`config.mk`:
```
export PLATFORM = sky130hd
export DESIGN_NAME = branch_predictor
export DESIGN_NICKNAME = d
export VERILOG_FILES = /design/src/rtl/branch_predictor_pkg.sv /design/src/rtl/branch_predictor_sat_ctr.sv /design/src/rtl/branch_predictor.sv
export SDC_FILE = /design/constraint.sdc
export NUM_CORES = 2
export LEC_CHECK = 0
export BUFFER_PORTS_ARGS = -buffer_cell sky130_fd_sc_hd__buf_4
export CAP_MARGIN = 20
export CORE_ASPECT_RATIO = 0.8
export CORE_MARGIN = 5
export CORE_UTILIZATION = 55
export DETAILED_ROUTE_END_ITERATION = 8
export PLACE_DENSITY = 0.69
export SLEW_MARGIN = 20
export SYNTH_ARGS = -nofsm -noshare
export SYNTH_HDL_FRONTEND = slang
export SYNTH_HIERARCHICAL = 1
export SYNTH_SLANG_ARGS = --single-unit
```
`constraint.sdc`:
```
create_clock -name i_clk -period 8.7 [get_ports i_clk]
set_clock_uncertainty 0.15 [all_clocks]
set_input_delay 0.435 -clock i_clk [delete_from_list [all_inputs] [get_ports i_clk]]
set_output_delay 0.435 -clock i_clk [all_outputs]
set_load 0.02 [all_outputs]
```
`src/rtl/branch_predictor_pkg.sv`:
```
// Shared types for the fetch-side branch predictor.
//
// Contents:
//   program_counter_t : 32-bit program counter
//   bpu_ctr_t         : 2-bit saturating direction counter encoding
//   bpu_state_t       : invalidation walker states (BPU_CLEAR / BPU_RUN)
//   bpu_entry_t       : one BTB entry {valid, tag, target, ctr}
//   bpu_seq_pc()      : sequential (not-taken) next PC
//
// The entry struct is sized by BPU_TAG_W, so the TAG_W parameter of
// branch_predictor must keep its default of BPU_TAG_W.
package branch_predictor_pkg;

  localparam int BPU_IDX_W = 6;
  localparam int BPU_TAG_W = 12;

  typedef logic [31:0] program_counter_t;

  typedef enum logic [1:0] {
    STRONG_NT = 2'b00,
    WEAK_NT   = 2'b01,
    WEAK_T    = 2'b10,
    STRONG_T  = 2'b11
  } bpu_ctr_t;

  typedef enum logic {
    BPU_CLEAR = 1'b0,
    BPU_RUN   = 1'b1
  } bpu_state_t;

  typedef struct packed {
    logic                 valid;
    logic [BPU_TAG_W-1:0] tag;
    program_counter_t     target;
    bpu_ctr_t             ctr;
  } bpu_entry_t;

  // Fall-through fetch address; wraps at 32 bits.
  function automatic program_counter_t bpu_seq_pc(input program_counter_t pc);
    return pc + 32'd4;
  endfunction

endpackage

```
`src/rtl/branch_predictor_sat_ctr.sv`:
```
// bpu_sat_ctr: combinational next value of a 2-bit saturating counter.
//
// Ports:
//   ctr_i   : current counter value
//   taken_i : resolved direction
//   jump_i  : unconditional jump, forces STRONG_T
//   ctr_o   : next counter value (saturates at STRONG_NT / STRONG_T)
module bpu_sat_ctr
  import branch_predictor_pkg::*;
(
  input  bpu_ctr_t ctr_i,
  input  logic     taken_i,
  input  logic     jump_i,
  output bpu_ctr_t ctr_o
);

  // Step one position towards the resolved direction; jumps always
  // become strongly taken since they can never fall through.
  always_comb begin
    ctr_o = ctr_i;
    if (jump_i) begin
      ctr_o = STRONG_T;
    end else if (taken_i) begin
      case (ctr_i)
        STRONG_NT: ctr_o = WEAK_NT;
        WEAK_NT:   ctr_o = WEAK_T;
        default:   ctr_o = STRONG_T;
      endcase
    end else begin
      case (ctr_i)
        STRONG_T: ctr_o = WEAK_T;
        WEAK_T:   ctr_o = WEAK_NT;
        default:  ctr_o = STRONG_NT;
      endcase
    end
  end

endmodule

```
`src/rtl/branch_predictor.sv`:
```
// branch_predictor: direct-mapped BTB with 2-bit direction counters.
//
// Trained by resolved branches from execute, answers fetch lookups with a
// one-cycle registered prediction. An invalidation walker clears every
// valid bit after reset or on i_flush, one entry per cycle.
//
// Ports:
//   i_clk, i_rst_n          : clock, asynchronous active-low reset
//   i_flush                 : restart the invalidation walk
//   i_fetch_valid/_pc       : lookup request
//   o_pred_valid/_taken/_pc : registered lookup result
//   i_upd_valid/_pc/_taken/_dest_pc/_jump : resolved branch training
//   o_busy                  : invalidation walk in progress
//
// Build option: define BRU_BYPASS_EN to let a lookup see the result of a
// same-cycle update to the same entry; otherwise reads are read-before-write.
module branch_predictor
  import branch_predictor_pkg::*;
#(
  parameter int IDX_W = BPU_IDX_W,
  parameter int TAG_W = BPU_TAG_W
) (
  input  logic             i_clk,
  input  logic             i_rst_n,
  input  logic             i_flush,
  input  logic             i_fetch_valid,
  input  program_counter_t i_fetch_pc,
  output logic             o_pred_valid,
  output logic             o_pred_taken,
  output program_counter_t o_pred_pc,
  input  logic             i_upd_valid,
  input  program_counter_t i_upd_pc,
  input  logic             i_upd_taken,
  input  program_counter_t i_upd_dest_pc,
  input  logic             i_upd_jump,
  output logic             o_busy
);

  localparam int ENTRIES = 2 ** IDX_W;

  typedef logic [IDX_W-1:0] idx_t;
  typedef logic [TAG_W-1:0] tag_t;

  bpu_state_t       state_q, state_d;
  idx_t             clearIdx_q, clearIdx_d;
  logic [ENTRIES-1:0] valid_q, valid_d;

  // Reset-free payload storage; only the valid bits carry reset state.
  tag_t             tag_q    [ENTRIES];
  program_counter_t target_q [ENTRIES];
  bpu_ctr_t         ctr_q    [ENTRIES];

  logic             predValid_q, predValid_d;
  logic             predTaken_q, predTaken_d;
  program_counter_t predPc_q, predPc_d;

  idx_t       fetchIdx, updIdx;
  tag_t       fetchTag, updTag;
  bpu_entry_t fetchEntry, updEntry, newEntry;
  bpu_ctr_t   satCtrNext;
  logic       updHit, updEn, wrEn, fetchHit;
  logic       unusedUpdBits;

  assign fetchIdx = i_fetch_pc[IDX_W:1];
  assign fetchTag = i_fetch_pc[IDX_W+TAG_W:IDX_W+1];
  assign updIdx   = i_upd_pc[IDX_W:1];
  assign updTag   = i_upd_pc[IDX_W+TAG_W:IDX_W+1];

  // Bits of the update PC that are neither index nor tag.
  assign unusedUpdBits = ^{i_upd_pc[31:IDX_W+TAG_W+1], i_upd_pc[0]};

  assign updEntry = '{valid:  valid_q[updIdx],
                      tag:    tag_q[updIdx],
                      target: target_q[updIdx],
                      ctr:    ctr_q[updIdx]};
  assign updHit = updEntry.valid && (updEntry.tag == updTag);

  // Training is ignored while the walker owns the table, and a flush in
  // the same cycle takes priority over the update.
  assign updEn = i_upd_valid && (state_q == BPU_RUN) && !i_flush;

  bpu_sat_ctr u_sat_ctr (
    .ctr_i   (updEntry.ctr),
    .taken_i (i_upd_taken),
    .jump_i  (i_upd_jump),
    .ctr_o   (satCtrNext)
  );

  // Build the post-update entry. Hits retrain in place; taken misses
  // allocate over whatever lived there; not-taken misses change nothing.
  always_comb begin
    wrEn     = 1'b0;
    newEntry = updEntry;
    if (updEn) begin
      if (updHit) begin
        wrEn         = 1'b1;
        newEntry.ctr = satCtrNext;
        if (i_upd_taken) begin
          newEntry.target = i_upd_dest_pc;
        end
      end else if (i_upd_taken) begin
        wrEn     = 1'b1;
        newEntry = '{valid:  1'b1,
                     tag:    updTag,
                     target: i_upd_dest_pc,
                     ctr:    (i_upd_jump ? STRONG_T : WEAK_T)};
      end
    end
  end

  // Lookup read port, optionally forwarding a same-cycle write to the
  // same entry and tag.
  always_comb begin
    fetchEntry = '{valid:  valid_q[fetchIdx],
                   tag:    tag_q[fetchIdx],
                   target: target_q[fetchIdx],
                   ctr:    ctr_q[fetchIdx]};
`ifdef BRU_BYPASS_EN
    if (wrEn && (updIdx == fetchIdx) && (updTag == fetchTag)) begin
      fetchEntry = newEntry;
    end
`else
    fetchEntry = fetchEntry;
`endif
  end

  assign fetchHit = fetchEntry.valid && (fetchEntry.tag == fetchTag);

  // Prediction for the output register. While the walk runs every
  // lookup falls through; an idle cycle keeps the last taken/pc.
  always_comb begin
    predValid_d = 1'b0;
    predTaken_d = predTaken_q;
    predPc_d    = predPc_q;
    if (i_fetch_valid) begin
      predValid_d = 1'b1;
      predTaken_d = (state_q == BPU_RUN) && fetchHit &&
                    ((fetchEntry.ctr == WEAK_T) || (fetchEntry.ctr == STRONG_T));
      predPc_d    = predTaken_d ? fetchEntry.target : bpu_seq_pc(i_fetch_pc);
    end
  end

  // Walker / run state machine plus valid-bit maintenance. A flush in
  // either state restarts the walk from entry 0.
  always_comb begin
    state_d    = state_q;
    clearIdx_d = clearIdx_q;
    valid_d    = valid_q;
    case (state_q)
      BPU_CLEAR: begin
        valid_d[clearIdx_q] = 1'b0;
        if (i_flush) begin
          clearIdx_d = '0;
        end else if (clearIdx_q == idx_t'(ENTRIES - 1)) begin
          state_d    = BPU_RUN;
          clearIdx_d = '0;
        end else begin
          clearIdx_d = clearIdx_q + idx_t'(1);
        end
      end
      BPU_RUN: begin
        if (i_flush) begin
          state_d    = BPU_CLEAR;
          clearIdx_d = '0;
        end else if (wrEn) begin
          valid_d[updIdx] = 1'b1;
        end
      end
      default: begin
        state_d    = BPU_CLEAR;
        clearIdx_d = '0;
      end
    endcase
  end

  always_ff @(posedge i_clk or negedge i_rst_n) begin
    if (!i_rst_n) begin
      state_q     <= BPU_CLEAR;
      clearIdx_q  <= '0;
      valid_q     <= '0;
      predValid_q <= 1'b0;
      predTaken_q <= 1'b0;
      predPc_q    <= '0;
    end else begin
      state_q     <= state_d;
      clearIdx_q  <= clearIdx_d;
      valid_q     <= valid_d;
      predValid_q <= predValid_d;
      predTaken_q <= predTaken_d;
      predPc_q    <= predPc_d;
    end
  end

  always_ff @(posedge i_clk) begin
    if (wrEn) begin
      tag_q[updIdx]    <= newEntry.tag;
      target_q[updIdx] <= newEntry.target;
      ctr_q[updIdx]    <= newEntry.ctr;
    end
  end

  assign o_pred_valid = predValid_q;
  assign o_pred_taken = predTaken_q;
  assign o_pred_pc    = predPc_q;
  assign o_busy       = (state_q == BPU_CLEAR);

endmodule
```
==> run_results.csv <==
group,metric,value,unit
sta,fin_crit_sh,0.747,
global_route,grt_util_all_layers,0.337,
route,num_vias,76800,
cells_and_area,num-fill-cells,15900,
place,dp_hpwl,242000,um
global_route,overflow,0,
cells_and_area,area_delta_synth_final,12.6,%
worst_setup_path,startpoint_type,"input pin",
sta,max_freq,154,MHz
clock_network,h-tree-depth,5,
synth,ys_types,92,
worst_setup_path,cp_data_required_time,9.14,ns
route,dr.pass1.iters,9,
synth,syn_inst,6817,
worst_setup_path,cp-end-kind,"flop",
min_path,hold_path_class,"input pin to flop",
synth,synth_edf_count,2944,
pwr,fin_total_pwr,30.9,mW
global_route,grt_pass1_wl,570000,um
clock_network,insertion_delay,0.88,ns
place,gp_congestion,0.991,
synth,syn_area_per_cell,18.7,um2
sta,setup_viol,0,
clock_network,cts_tree,"built",
route,remaining_drc_errors,0,
floorplan,row_count,158,
route,viasPerCell,7.38,
clock_network,cts.sinks,3049,
synth,async_flop_share,0.0344,
route,routed_wl,413000,um
floorplan,dieArea,242000,um2
clock_network,root_buffer,"clkbuf_16",
sta,worst_slew_pin_slew,1.28,ns
pwr,power.density,215,nW/um2
pwr,vdd_drop_max,0.158,mV
clock_network,cts_buffer_depth,4,
job,drv_cap,0,
synth,synth-main-ff-cell,"edfxtp_1",
global_route,grt_max_degree,147,
floorplan,die_y,441,um
synth,yosysWarnings,6,
worst_setup_path,cp_max_fo,64,
clock_network,cts_buffers,304,
route,drtIter0Drc,14400,
sta,rsz0062_at_grt,"false",
cells_and_area,drive_gt1_frac,0.257,
sta,fin_tns_setup,0,ns
clock_network,path_clk_slew,0.06,ns
place,portBuffers,123,
sta,hold_violations,0,
synth,ys_seq_area_frac,0.713,
global_route,antenna_found_initial,24,
cells_and_area,nNetsFinal,7231,
worst_setup_path,arrival,6.93,ns
clock_network,post_cts_buffers,0,
synth,synth_nets,6922,
global_route,grt_pass1_vias,73300,
floorplan,io_pins,138,
floorplan,core,231000,um2
route,ant_nets,0,
synth,synth-seq-cells,3049,
sta,drv_slew,0,
synth,netlist_area,128000,um2
floorplan,fp.dieW,549,um
floorplan,initial_utilization,0.552,
sta,period_needed,6.49,ns
sta,slew_headroom,0.144,
pwr,leakage,50.1,nW
outcome,status,"complete, no violations",
route,wire_per_inst,39.7,um
worst_setup_path,path_class,"input pin to flop",
==> logic make-up (layout without fill, tap and decap cells) <==
logic type               count (synthesis)  count (layout)  share of synthesized area
flip-flops                            3049            3049                      0.713
multiplexers                          1155            1155                      0.162
AO/OA/AOI/OAI                         1120            1120                     0.0628
AND/OR/NAND/NOR                        927             927                     0.0384
buffers and inverters                  525            1064                     0.0212
XOR/XNOR                                39              39                    0.00268
adder cells (fa/ha/maj)                  2               2                   0.000196
other                                    0              12                          0
==> where the power goes <==
part	total, mW	internal, mW	switching (mW)
combinational	1.99	0.617	1.38
sequential	16.1	16.1	0.0214
clock	12.8	7.23	5.52
==> cell type report <==
type | count | area, um2 | area share
antenna | 12 | 30.0 | 0.000209
multi-input combinational | 3243 | 35200 | 0.245
tap | 3040 | 3800 | 0.0265
clock buffer | 382 | 8140 | 0.0567
sequential | 3049 | 91000 | 0.633
clock inverter | 154 | 1310 | 0.00910
timing repair buffer | 503 | 4120 | 0.0287
inverter | 25 | 104 | 0.000723
==> critical path, cell delays in order <==
cell      delay, ns
buf_6          0.43
buf_4          0.70
or2_2          0.62
o22ai_1        0.17
o31ai_1        0.90
o2111a_1       0.37
a21oi_1        0.09
or4_1          0.60
nor4_4         0.30
a31oi_4        0.51
buf_4          0.41
buf_4          0.25
nor3b_2        0.33
buf_4          0.56
==> timing repair <==
action,4_1_cts,5_1_grt
endpoints found under the hold margin,93,0
setup endpoints to repair,0,0
hold buffers,33,0
resized for setup,0,0
==> state kept, by name (all words and copies together) (netlist names) <==
register      flops
target_q       2048
ctr_q           128
o_pred_valid      1
valid_q          64
state_q           1
clearIdx_q        6
o_pred_taken      1
tag_q           768
o_pred_pc        32
==> placed cells by master, fill, tap and decap left out, types with 29 or more instances in the layout <==
master         count
a211oi_1          43
nor3_2            52
a22o_1            42
nand3b_1          30
nor2_4            64
nand2b_1          35
a22oi_1          104
o221ai_1          63
clkinv_1          61
mux4_2           714
o22ai_1          140
buf_4            445
clkbuf_16        314
dlygate4sd3_1     32
nand2_1          236
nand3_1           84
nor3b_2           35
o31ai_1           41
nor3_1            31
a31oi_1          102
edfxtp_1        2944
clkinv_2          53
a221o_1           32
nor2b_1           33
nor2_1            97
xnor2_1           29
clkbuf_1          65
dfrtp_1          105
o21ai_0          107
a221oi_1          83
a21oi_1          155
mux2_2            34
mux2i_1          396
==> per-layer routing <==
metal,part of all wire,wire length (um),global-route usage
met5,0.00070,288,0.00481
met1,0.37,151000,0.480
met2,0.42,175000,0.472
met3,0.16,65700,0.126
met4,0.051,20900,0.139
==> stage by stage <==
step / setup slack [ns] / std cells / util / hold WS [ns] / cell area (um2)
after floorplan: 1.92 / 6817 / - / -0.0106 / 128000
after global placement: 1.83 / 9825 / 0.579 / 0.295 / 134000
after detailed placement: 1.80 / 9825 / 0.579 / 0.301 / 134000
after CTS: 2.68 / 10400 / 0.621 / 0.0209 / 144000
after global routing: 2.31 / 10400 / 0.621 / 0.0721 / 144000
final: 2.21 / 10400 / 0.621 / 0.0807 / 144000
==> synthesized netlist by cell type (27+ instances only) <==
| master | instances | share of area |
|---|---|---|
| a21oi_1 | 156 | 0.0061 |
| a221o_1 | 32 | 0.0025 |
| o211ai_1 | 27 | 0.0016 |
| a22oi_1 | 104 | 0.0061 |
| o21ai_0 | 110 | 0.0043 |
| mux2i_1 | 402 | 0.032 |
| dfrtp_1 | 105 | 0.021 |
| nor2_1 | 163 | 0.0048 |
| mux2_2 | 34 | 0.0030 |
| edfxtp_1 | 2944 | 0.69 |
| nand3b_1 | 30 | 0.0018 |
| buf_4 | 50 | 0.0029 |
| buf_6 | 36 | 0.0032 |
| a31oi_1 | 105 | 0.0051 |
| a22o_1 | 42 | 0.0029 |
| nand3_1 | 84 | 0.0033 |
| o221ai_1 | 63 | 0.0043 |
| buf_2 | 140 | 0.0055 |
| nor4_1 | 31 | 0.0015 |
| a211oi_1 | 45 | 0.0026 |
| xnor2_1 | 29 | 0.0020 |
| mux4_2 | 714 | 0.13 |
| buf_1 | 45 | 0.0013 |
| nor2b_1 | 37 | 0.0018 |
| nor3b_1 | 43 | 0.0025 |
| a221oi_1 | 83 | 0.0057 |
| o31ai_1 | 42 | 0.0025 |
| and3_1 | 27 | 0.0013 |
| o22ai_1 | 140 | 0.0069 |
| nand2_1 | 239 | 0.0070 |
| clkbuf_1 | 221 | 0.0065 |
| nand2b_1 | 39 | 0.0019 |
| or3b_2 | 28 | 0.0019 |
| nor3_1 | 85 | 0.0033 |
==> path summary, 6_finish.rpt <==
path	depth (start not counted)	slack, ns	end	from
worst min register to register	2	0.35	o_pred_pc[21]$_DFFE_PN0P_	o_pred_pc[21]$_DFFE_PN0P_
worst min-delay path	5	0.08	o_pred_pc[10]$_DFFE_PN0P_	i_fetch_pc[8]
max in group asynchronous	4	6.89	valid_q[36]$_DFFE_PN0P_	i_rst_n
worst max register to register	12	2.88	target_q[18][22]$_DFFE_PP_	tag_q[36][8]$_DFFE_PP_
min in group asynchronous	4	0.54	o_pred_pc[19]$_DFFE_PN0P_	i_rst_n
worst max-delay path	14	2.21	target_q[28][16]$_DFFE_PP_	i_upd_pc[1]
(Power assumes the default switching activity.)
